[config.mk]
export PLATFORM = sky130hd
export DESIGN_NAME = xdisplay
export DESIGN_NICKNAME = d
export VERILOG_FILES = /design/src/rtl/xdisplay.sv
export SDC_FILE = /design/constraint.sdc
export NUM_CORES = 1
export LEC_CHECK = 0
export CORE_ASPECT_RATIO = 1.1
export CORE_UTILIZATION = 48
export CTS_CLUSTER_SIZE = 40
export DETAILED_ROUTE_END_ITERATION = 16
export PLACE_DENSITY = 0.81
export SLEW_MARGIN = 20
export SYNTH_ARGS = -nofsm -noshare
export SYNTH_HDL_FRONTEND = slang
export SYNTH_SLANG_ARGS = --single-unit
[constraint.sdc]
create_clock -name clk -period 5.25 [get_ports clk]
set_input_delay 0.525 -clock clk [delete_from_list [all_inputs] [get_ports clk]]
set_output_delay 0.525 -clock clk [all_outputs]
set_load 0.05 [all_outputs]
[src/rtl/xdisplay.sv]
// xdisplay: 4-digit multiplexed seven-segment display peripheral.
// The processor writes a 16-bit hex value plus four decimal-point bits; a
// free-running refresh counter scans the digits and drives active-low
// anode/segment/dp pins, all registered.
// Optional feature: define XDISPLAY_LZB_EN for leading-zero blanking.
module xdisplay #(
    parameter int REFRESH_W = 16,
    parameter int DATA_W    = 32
) (
    input  logic              clk,
    input  logic              rst,
    input  logic              sel,
    input  logic              we,
    input  logic [DATA_W-1:0] data_in,
    output logic [DATA_W-1:0] data_out,
    output logic [3:0]        an,
    output logic [6:0]        seg,
    output logic              dp
);

    typedef enum logic [1:0] {DIG0, DIG1, DIG2, DIG3} dig_t;

    logic [15:0]          value_q, value_d;
    logic [3:0]           dp_r_q, dp_r_d;
    logic [REFRESH_W-1:0] cnt_q, cnt_d;
    dig_t                 dig_q, dig_d;
    logic [3:0]           an_q, an_d;
    logic [6:0]           seg_q, seg_d;
    logic                 dp_q, dp_d;

    logic [1:0] dig_idx;
    logic [3:0] nib;
    logic       blank;
    logic       unused_bits;

    assign dig_idx     = dig_q;
    assign nib         = value_q[{dig_idx, 2'b00} +: 4];
    assign unused_bits = ^data_in[DATA_W-1:20];

    // Active-high {g,f,e,d,c,b,a} pattern for one hex digit.
    function automatic logic [6:0] hexdecode(input logic [3:0] h);
        case (h)
            4'h0: hexdecode = 7'h3F;
            4'h1: hexdecode = 7'h06;
            4'h2: hexdecode = 7'h5B;
            4'h3: hexdecode = 7'h4F;
            4'h4: hexdecode = 7'h66;
            4'h5: hexdecode = 7'h6D;
            4'h6: hexdecode = 7'h7D;
            4'h7: hexdecode = 7'h07;
            4'h8: hexdecode = 7'h7F;
            4'h9: hexdecode = 7'h6F;
            4'hA: hexdecode = 7'h77;
            4'hB: hexdecode = 7'h7C;
            4'hC: hexdecode = 7'h39;
            4'hD: hexdecode = 7'h5E;
            4'hE: hexdecode = 7'h79;
            default: hexdecode = 7'h71;
        endcase
    endfunction

`ifdef XDISPLAY_LZB_EN
    // A digit is blank when it and every digit to its left are zero; digit 0 always shows.
    always_comb begin
        blank = 1'b0;
        case (dig_q)
            DIG3: blank = (value_q[15:12] == 4'h0);
            DIG2: blank = (value_q[15:8] == 8'h00);
            DIG1: blank = (value_q[15:4] == 12'h000);
            default: blank = 1'b0;
        endcase
    end
`else
    assign blank = 1'b0;
`endif

    // Register load, refresh counter, scan advance and output pattern.
    always_comb begin
        value_d = value_q;
        dp_r_d  = dp_r_q;
        if (sel && we) begin
            value_d = data_in[15:0];
            dp_r_d  = data_in[19:16];
        end
        cnt_d = cnt_q + 1'b1;
        dig_d = dig_q;
        if (&cnt_q) begin
            case (dig_q)
                DIG0: dig_d = DIG1;
                DIG1: dig_d = DIG2;
                DIG2: dig_d = DIG3;
                default: dig_d = DIG0;
            endcase
        end
        an_d  = ~(4'b0001 << dig_idx);
        seg_d = blank ? 7'h7F : ~hexdecode(nib);
        dp_d  = ~dp_r_q[dig_idx];
    end

    // State register; reset wins over a concurrent write.
    always_ff @(posedge clk) begin
        if (rst) begin
            value_q <= '0;
            dp_r_q  <= '0;
            cnt_q   <= '0;
            dig_q   <= DIG0;
            an_q    <= 4'hF;
            seg_q   <= 7'h7F;
            dp_q    <= 1'b1;
        end else begin
            value_q <= value_d;
            dp_r_q  <= dp_r_d;
            cnt_q   <= cnt_d;
            dig_q   <= dig_d;
            an_q    <= an_d;
            seg_q   <= seg_d;
            dp_q    <= dp_d;
        end
    end

    assign data_out = DATA_W'({dp_r_q, value_q});
    assign an       = an_q;
    assign seg      = seg_q;
    assign dp       = dp_q;

endmodule

==> impl_results.md, run 1 <==
* Final Instance Area at approximately 2900 um^2
* Antenna violations before repair at 0
* Dpl cells at between 300 and 400
* Largest family of logic cells by synthesized area: simple AND/OR/NAND/NOR gates
* CP most frequent cell: o211ai_1
* CTS Root Cell: clkbuf_8
* Tmin final at ~2.2 ns
* Longest Clk Path Bufs at 2
* RSZ-0062 raised after global routing: false
* Drc violations at 0
* Share of layout cells above drive strength 1 at 0.0521
* Total track usage at 0.200
* DP Area at 2790 um^2
* Top cell type's share of synthesized area at 0.439
* Most frequent cells in the layout: nand2_1 (56), clkdlybuf4s50_1 (55), dfxtp_1 (50)
* Latest clock arrival within the worst-skew pair at around 0.29 ns
* Post-synth top area cell: dfxtp_1
* Setup violators final at 0
* RePlAce Congestion at about 0.8
* Buf/Inv on CP at 1
* Post-CTS Setup Bufs at 0
* Die ar. at between 5000 and 6000 um^2
* Setup_tns at 0 ns
* Crit path max-delay cell type: mux4_1
* CP delay by family, top: multiplexers
* Max_cap viols at 0
* Clk slew on worst S/H paths at 0.09 ns
* First-pass GRT wire length at 7.49 mm
* Compound-Gate Fraction of Synth Area at 0.109
* Register area share after synthesis at 0.439
* Final core utilization at 0.653
* PnR worst setup slack at 3.04 ns
* HPWL Detailed at between 3 and 4 mm
* Slew of the pin with the lowest slew margin at slightly above 0.7 ns
* Post-CTS Resized at 0
* Routed WL at roughly 4.7 mm
* Io pins at 80
* Vias in the first global route at approximately 1,700
* Primary FF master, synth: dfxtp_1
* Number of H-tree levels at 2
* FMAX at roughly 450 MHz
* Die width at just under 70 um
* Critical path's largest stage delay at a little over 0.7 ns
* Cells after Synth at ~260
* TritonCTS clock tree: yes
* PwrDens at around 280 nW/um^2
* Layout Skew at roughly 0.0068 ns
* Crit. End Element: flop
* Hold buffers post-CTS at 0
* Count of different cell masters after synthesis at 42
* Rows at 25
* Post-synthesis mux area share at 0.0680
* CORE AREA at roughly 4400 um^2
* Port bufs at 55
* Post-route ant nets at 0
* Pins Over Slew Limit at 0
* Crit path DAT at 2.37 ns
* Type of the worst setup path: flop to flop
* Post-synth EDFFs at 0
* Ys async rst share at 0
* Vias per std cell at just over 5
* Largest net degree at the start of global routing at 46
* Die Y-Extent at 74.3 um
* Final hold vios at 0
* Area grow syn2layout at 27.0%
* HP Class: flop to flop
* Detailed router's first-iteration violation count at between 100 and 150
* Fin crit share at 0.420
* Routed wire length per instance at between 10 and 15 um
* Post-Place Worst Slack at ~3 ns
* Final non-filler cell total at around 360
* Synth area leaders: dfxtp_1 (44%), nand2_1 (9.2%), ha_1 (6.0%)
* Mean Syn Cell Area at between 8 and 9 um^2
* Post-Synth XOR/XNOR Area at 0.0422
* Commonest non-fill, non-tap cell in the layout: nand2_1
* First-pass detailed-route iteration total at 4
* Simple-gate share of the synthesized area at 0.198
* Crit-path max FO at 8
* Seq cells post-synth at 50
* Remaining Overflow, GRT at 0
* Crit path cell chain: mux4_1, inv_1, ha_1, o211ai_1, o211ai_1
* Adder-cell share of the synthesized area at 0.0603
* Post-Syn Area at 2280 um^2
* Synth Warn # at 0
* Cts bufs inserted at 5
* Ant diodes at 0
* Critical Path Source Type: flop
* Worst path required time at between 5 and 6 ns
* Leak at roughly 0.0011 uW
* Slew headroom at 0.528
* Starting Density at 0.514
* Nets at about 350
* Via count at approximately 1,800
* CTS Sinks at 50
* Status: finished, final reports clean
* VDD IR max at around 170 uV
## power by group
group	switching [uW]	internal, uW	total, uW	leakage [uW]
combinational	96.2	50.6	147	0.000606
sequential	7.91	393	401	0.000409
clock	118	133	251	0.0000575
## Yosys cell counts, types with 2 or more instances
master and count:
and2_1 2, nor2_1 21, nand3_1 5, xor2_1 5, buf_4 13, mux2i_1 2, ha_1 11, nand2_1 56
a31oi_1 2, nor2b_1 2, inv_1 7, mux4_2 2, nor3_1 4, xnor2_1 6, o21ai_1 3, o21ai_0 2
nand4_1 3, a21oi_1 26, clkbuf_1 9, o211ai_1 2, dfxtp_1 50, mux4_1 3, nand2b_4 2
## flip-flops by register name, summed over array words and instances, names as in the netlist
signal   count
dig_idx      2
an           4
cnt_q       16
dp_r_q       4
value_q     16
dp           1
seg          7
## cell type report
| type | instances | area, um^2 |
|---|---|---|
| Fill cell | 370 | 1540 |
| Multi-Input combinational cell | 186 | 1140 |
| Sequential cell | 50 | 1000 |
| Timing Repair Buffer | 56 | 558 |
| Clock buffer | 8 | 110 |
| Tap cell | 54 | 67.6 |
| Inverter | 7 | 26.3 |
## stage by stage
step                      power (uW)  hold slack [ns]
final                            799            0.460
after global routing             832            0.485
after CTS                        806            0.465
after detailed placement         556            0.449
after global placement           554            0.427
after floorplan                  515            0.418
## per-layer routing
layer / wire length (um) / vias up / global-route usage
met2: 2330 / 65 / 0.323
met4: 74 / 0 / 0.0780
met1: 1950 / 839 / 0.248
li1: - / 936 / -
met5: 0 / - / 0
met3: 320 / 6 / 0.0598
## logic make-up (layout without fill, tap and decap cells)
family / count (synthesis) / after routing
simple gates: 101 / 101
flops: 50 / 50
compound gates: 43 / 43
buf+inv: 32 / 71
fa+ha+maj: 11 / 11
xor+xnor: 11 / 11
mux: 8 / 8
other cells: 1 / 12
## worst paths after layout
path / from / endpoint / slack, ns / cells past startpoint
hold / removal: cnt_q[0] / cnt_q[0] / 0.46 / 1
setup reg to reg: dig_idx[0] / seg[1] / 3.04 / 5
hold reg to reg: cnt_q[0] / cnt_q[0] / 0.46 / 1
setup / recovery: dig_idx[0] / seg[1] / 3.04 / 5
Power figures use the tool's default switching activity.
==> run 2: changes to the inputs <==
--- a/config.mk
+++ b/config.mk
@@ -6,10 +6,10 @@
 export NUM_CORES = 1
 export LEC_CHECK = 0
 export CORE_ASPECT_RATIO = 1.1
-export CORE_UTILIZATION = 48
+export CORE_UTILIZATION = 45
 export CTS_CLUSTER_SIZE = 40
 export DETAILED_ROUTE_END_ITERATION = 16
-export PLACE_DENSITY = 0.81
+export PLACE_DENSITY = 0.77
 export SLEW_MARGIN = 20
 export SYNTH_ARGS = -nofsm -noshare
 export SYNTH_HDL_FRONTEND = slang
==> constraint.sdc (replaced) <==
create_clock -name clk -period 2.3 [get_ports clk]
set_input_delay 0.23 -clock clk [delete_from_list [all_inputs] [get_ports clk]]
set_output_delay 0.23 -clock clk [all_outputs]
set_load 0.05 [all_outputs]
==> run 2 against run 1 <==
Against the previous run: die area grew 6.5%; clock power grew 93%; design area fell by 0.17%; combinational power is 130% higher; sequential power up 130%; routed wire length is 4.4% lower; sequential share of layout area increased by 0.060 points; utilization fell by 4.3 points; clock-buffer cell count fell by 2; final cell count up 1.1%; critical endpoint unchanged.
==> impl_results.md, run 2 (synthesized netlist as in run 1, its figures left out) <==
* Ant diodes at 0
* Cts bufs inserted at 5
* HP Class: flop to flop
* Crit. End Element: flop
* FMAX at just under 500 MHz
* Die width at about 70 um
* TritonCTS clock tree: yes
* Pins Over Slew Limit at 0
* Post-route ant nets at 0
* RSZ-0062 raised after global routing: false
* Starting Density at 0.481
* Drc violations at 0
* Antenna violations before repair at 0
* First-pass GRT wire length at between 7 and 8 mm
* Final hold vios at 0
* Crit path DAT at about 2.2 ns
* Commonest non-fill, non-tap cell in the layout: nand2_1
* Clk slew on worst S/H paths at about 0.090 ns
* Remaining Overflow, GRT at 0
* Final Instance Area at approximately 2900 um^2
* Vias in the first global route at 1,606
* HPWL Detailed at roughly 3.2 mm
* Longest Clk Path Bufs at 2
* Tmin final at around 2 ns
* Routed wire length per instance at 12.2 um
* Share of layout cells above drive strength 1 at 0.0550
* Critical Path Source Type: flop
* Slew headroom at 0.536
* Detailed router's first-iteration violation count at 101
* Rows at 26
* Filler cells at about 410
* Port bufs at 55
* Setup_tns at 0 ns
* First-pass detailed-route iteration total at 4
* CORE AREA at 4750 um^2
* CTS Sinks at 50
* Area of the multi-input gates at approximately 1100 um^2
* Layout Skew at between 0.005 and 0.006 ns
* PwrDens at 600 nW/um^2
* Storage element area at roughly 1000 um^2
* Leak at between 0.001 and 0.0015 uW
* Number of H-tree levels at 2
* Vias per std cell at approximately 5.1
* Die ar. at about 5400 um^2
* Nets at 356
* Routed WL at roughly 4.5 mm
* Worst path required time at 2.47 ns
* Setup violators final at 0
* RePlAce Congestion at 0.804
* Latest clock arrival within the worst-skew pair at 0.30 ns
* DP Area at 2810 um^2
* Io pins at 80
* Crit-path max FO at 5
* Type of the worst setup path: flop to flop
* Post-CTS Resized at 0
* Post-CTS Setup Bufs at 0
* Total track usage at 0.170
* Fin crit share at 0.884
* Area grow syn2layout at 26.8%
* Die Y-Extent at approximately 77 um
* Most frequent cells in the layout: nand2_1 (56), clkdlybuf4s50_1 (55), dfxtp_1 (50)
* Via count at 1,859
* Largest net degree at the start of global routing at 21
* Max_cap viols at 0
* Status: finished, final reports clean
* Hold buffers post-CTS at 0
* VDD IR max at 360 uV
* CTS Root Cell: clkbuf_8
* Slew of the pin with the lowest slew margin at between 0.6 and 0.7 ns
## run 2: worst paths after layout
| kind | slack (ns) | to | cells past startpoint | start |
|---|---|---|---|---|
| max | 0.27 | seg[1] | 5 | dig_idx[0] |
| min | 0.45 | cnt_q[0] | 1 | cnt_q[0] |
| max reg2reg | 0.27 | seg[1] | 5 | dig_idx[0] |
| min reg2reg | 0.45 | cnt_q[0] | 1 | cnt_q[0] |
## run 2: per-stage QoR
stage	hold slack [ns]	util	total power [uW]	std cells	setup slack, ns
floorplan	0.366	-	1180	268	0.402
global placement	0.430	0.592	1270	358	0.287
detailed placement	0.440	0.592	1270	358	0.288
CTS	0.456	0.609	1750	365	0.256
global route	0.473	0.609	1810	365	0.135
finish	0.452	0.609	1740	365	0.267
## run 2: layout make-up
cell class,instances,share of cell area
Clock buffer,6,0.0251
Clock inverter,1,0.00259
Inverter,7,0.00908
Multi-Input combinational cell,186,0.393
Sequential cell,50,0.346
Tap cell,56,0.0242
Timing Repair Buffer,59,0.201
## run 2: critical path, cell delays in order (launching register included)
cell	delay, ns
dfxtp_1	0.48
mux4_1	0.70
inv_1	0.17
ha_1	0.27
o211ai_1	0.18
o211ai_1	0.10
## run 2: power by group
group,switching (uW),internal [uW]
clock network,276,209
registers,18.0,898
logic,219,117
## run 2: routing by layer
| metal | wire length [um] | global-route usage | share of wire |
|---|---|---|---|
| met3 | 244 | 0.0447 | 0.055 |
| met4 | 73 | 0.0720 | 0.016 |
| met2 | 2140 | 0.276 | 0.48 |
| met5 | 0 | 0 | 0 |
| met1 | 2010 | 0.214 | 0.45 |
==> run 3: changes to the inputs <==
--- a/config.mk
+++ b/config.mk
@@ -10,7 +10,7 @@
 export CTS_CLUSTER_SIZE = 40
 export DETAILED_ROUTE_END_ITERATION = 16
 export PLACE_DENSITY = 0.77
-export SLEW_MARGIN = 20
+export SLEW_MARGIN = 5
 export SYNTH_ARGS = -nofsm -noshare
 export SYNTH_HDL_FRONTEND = slang
 export SYNTH_SLANG_ARGS = --single-unit
==> results of run 3 <==
The final DEF is identical to that of run 2; final timing and power are the same.
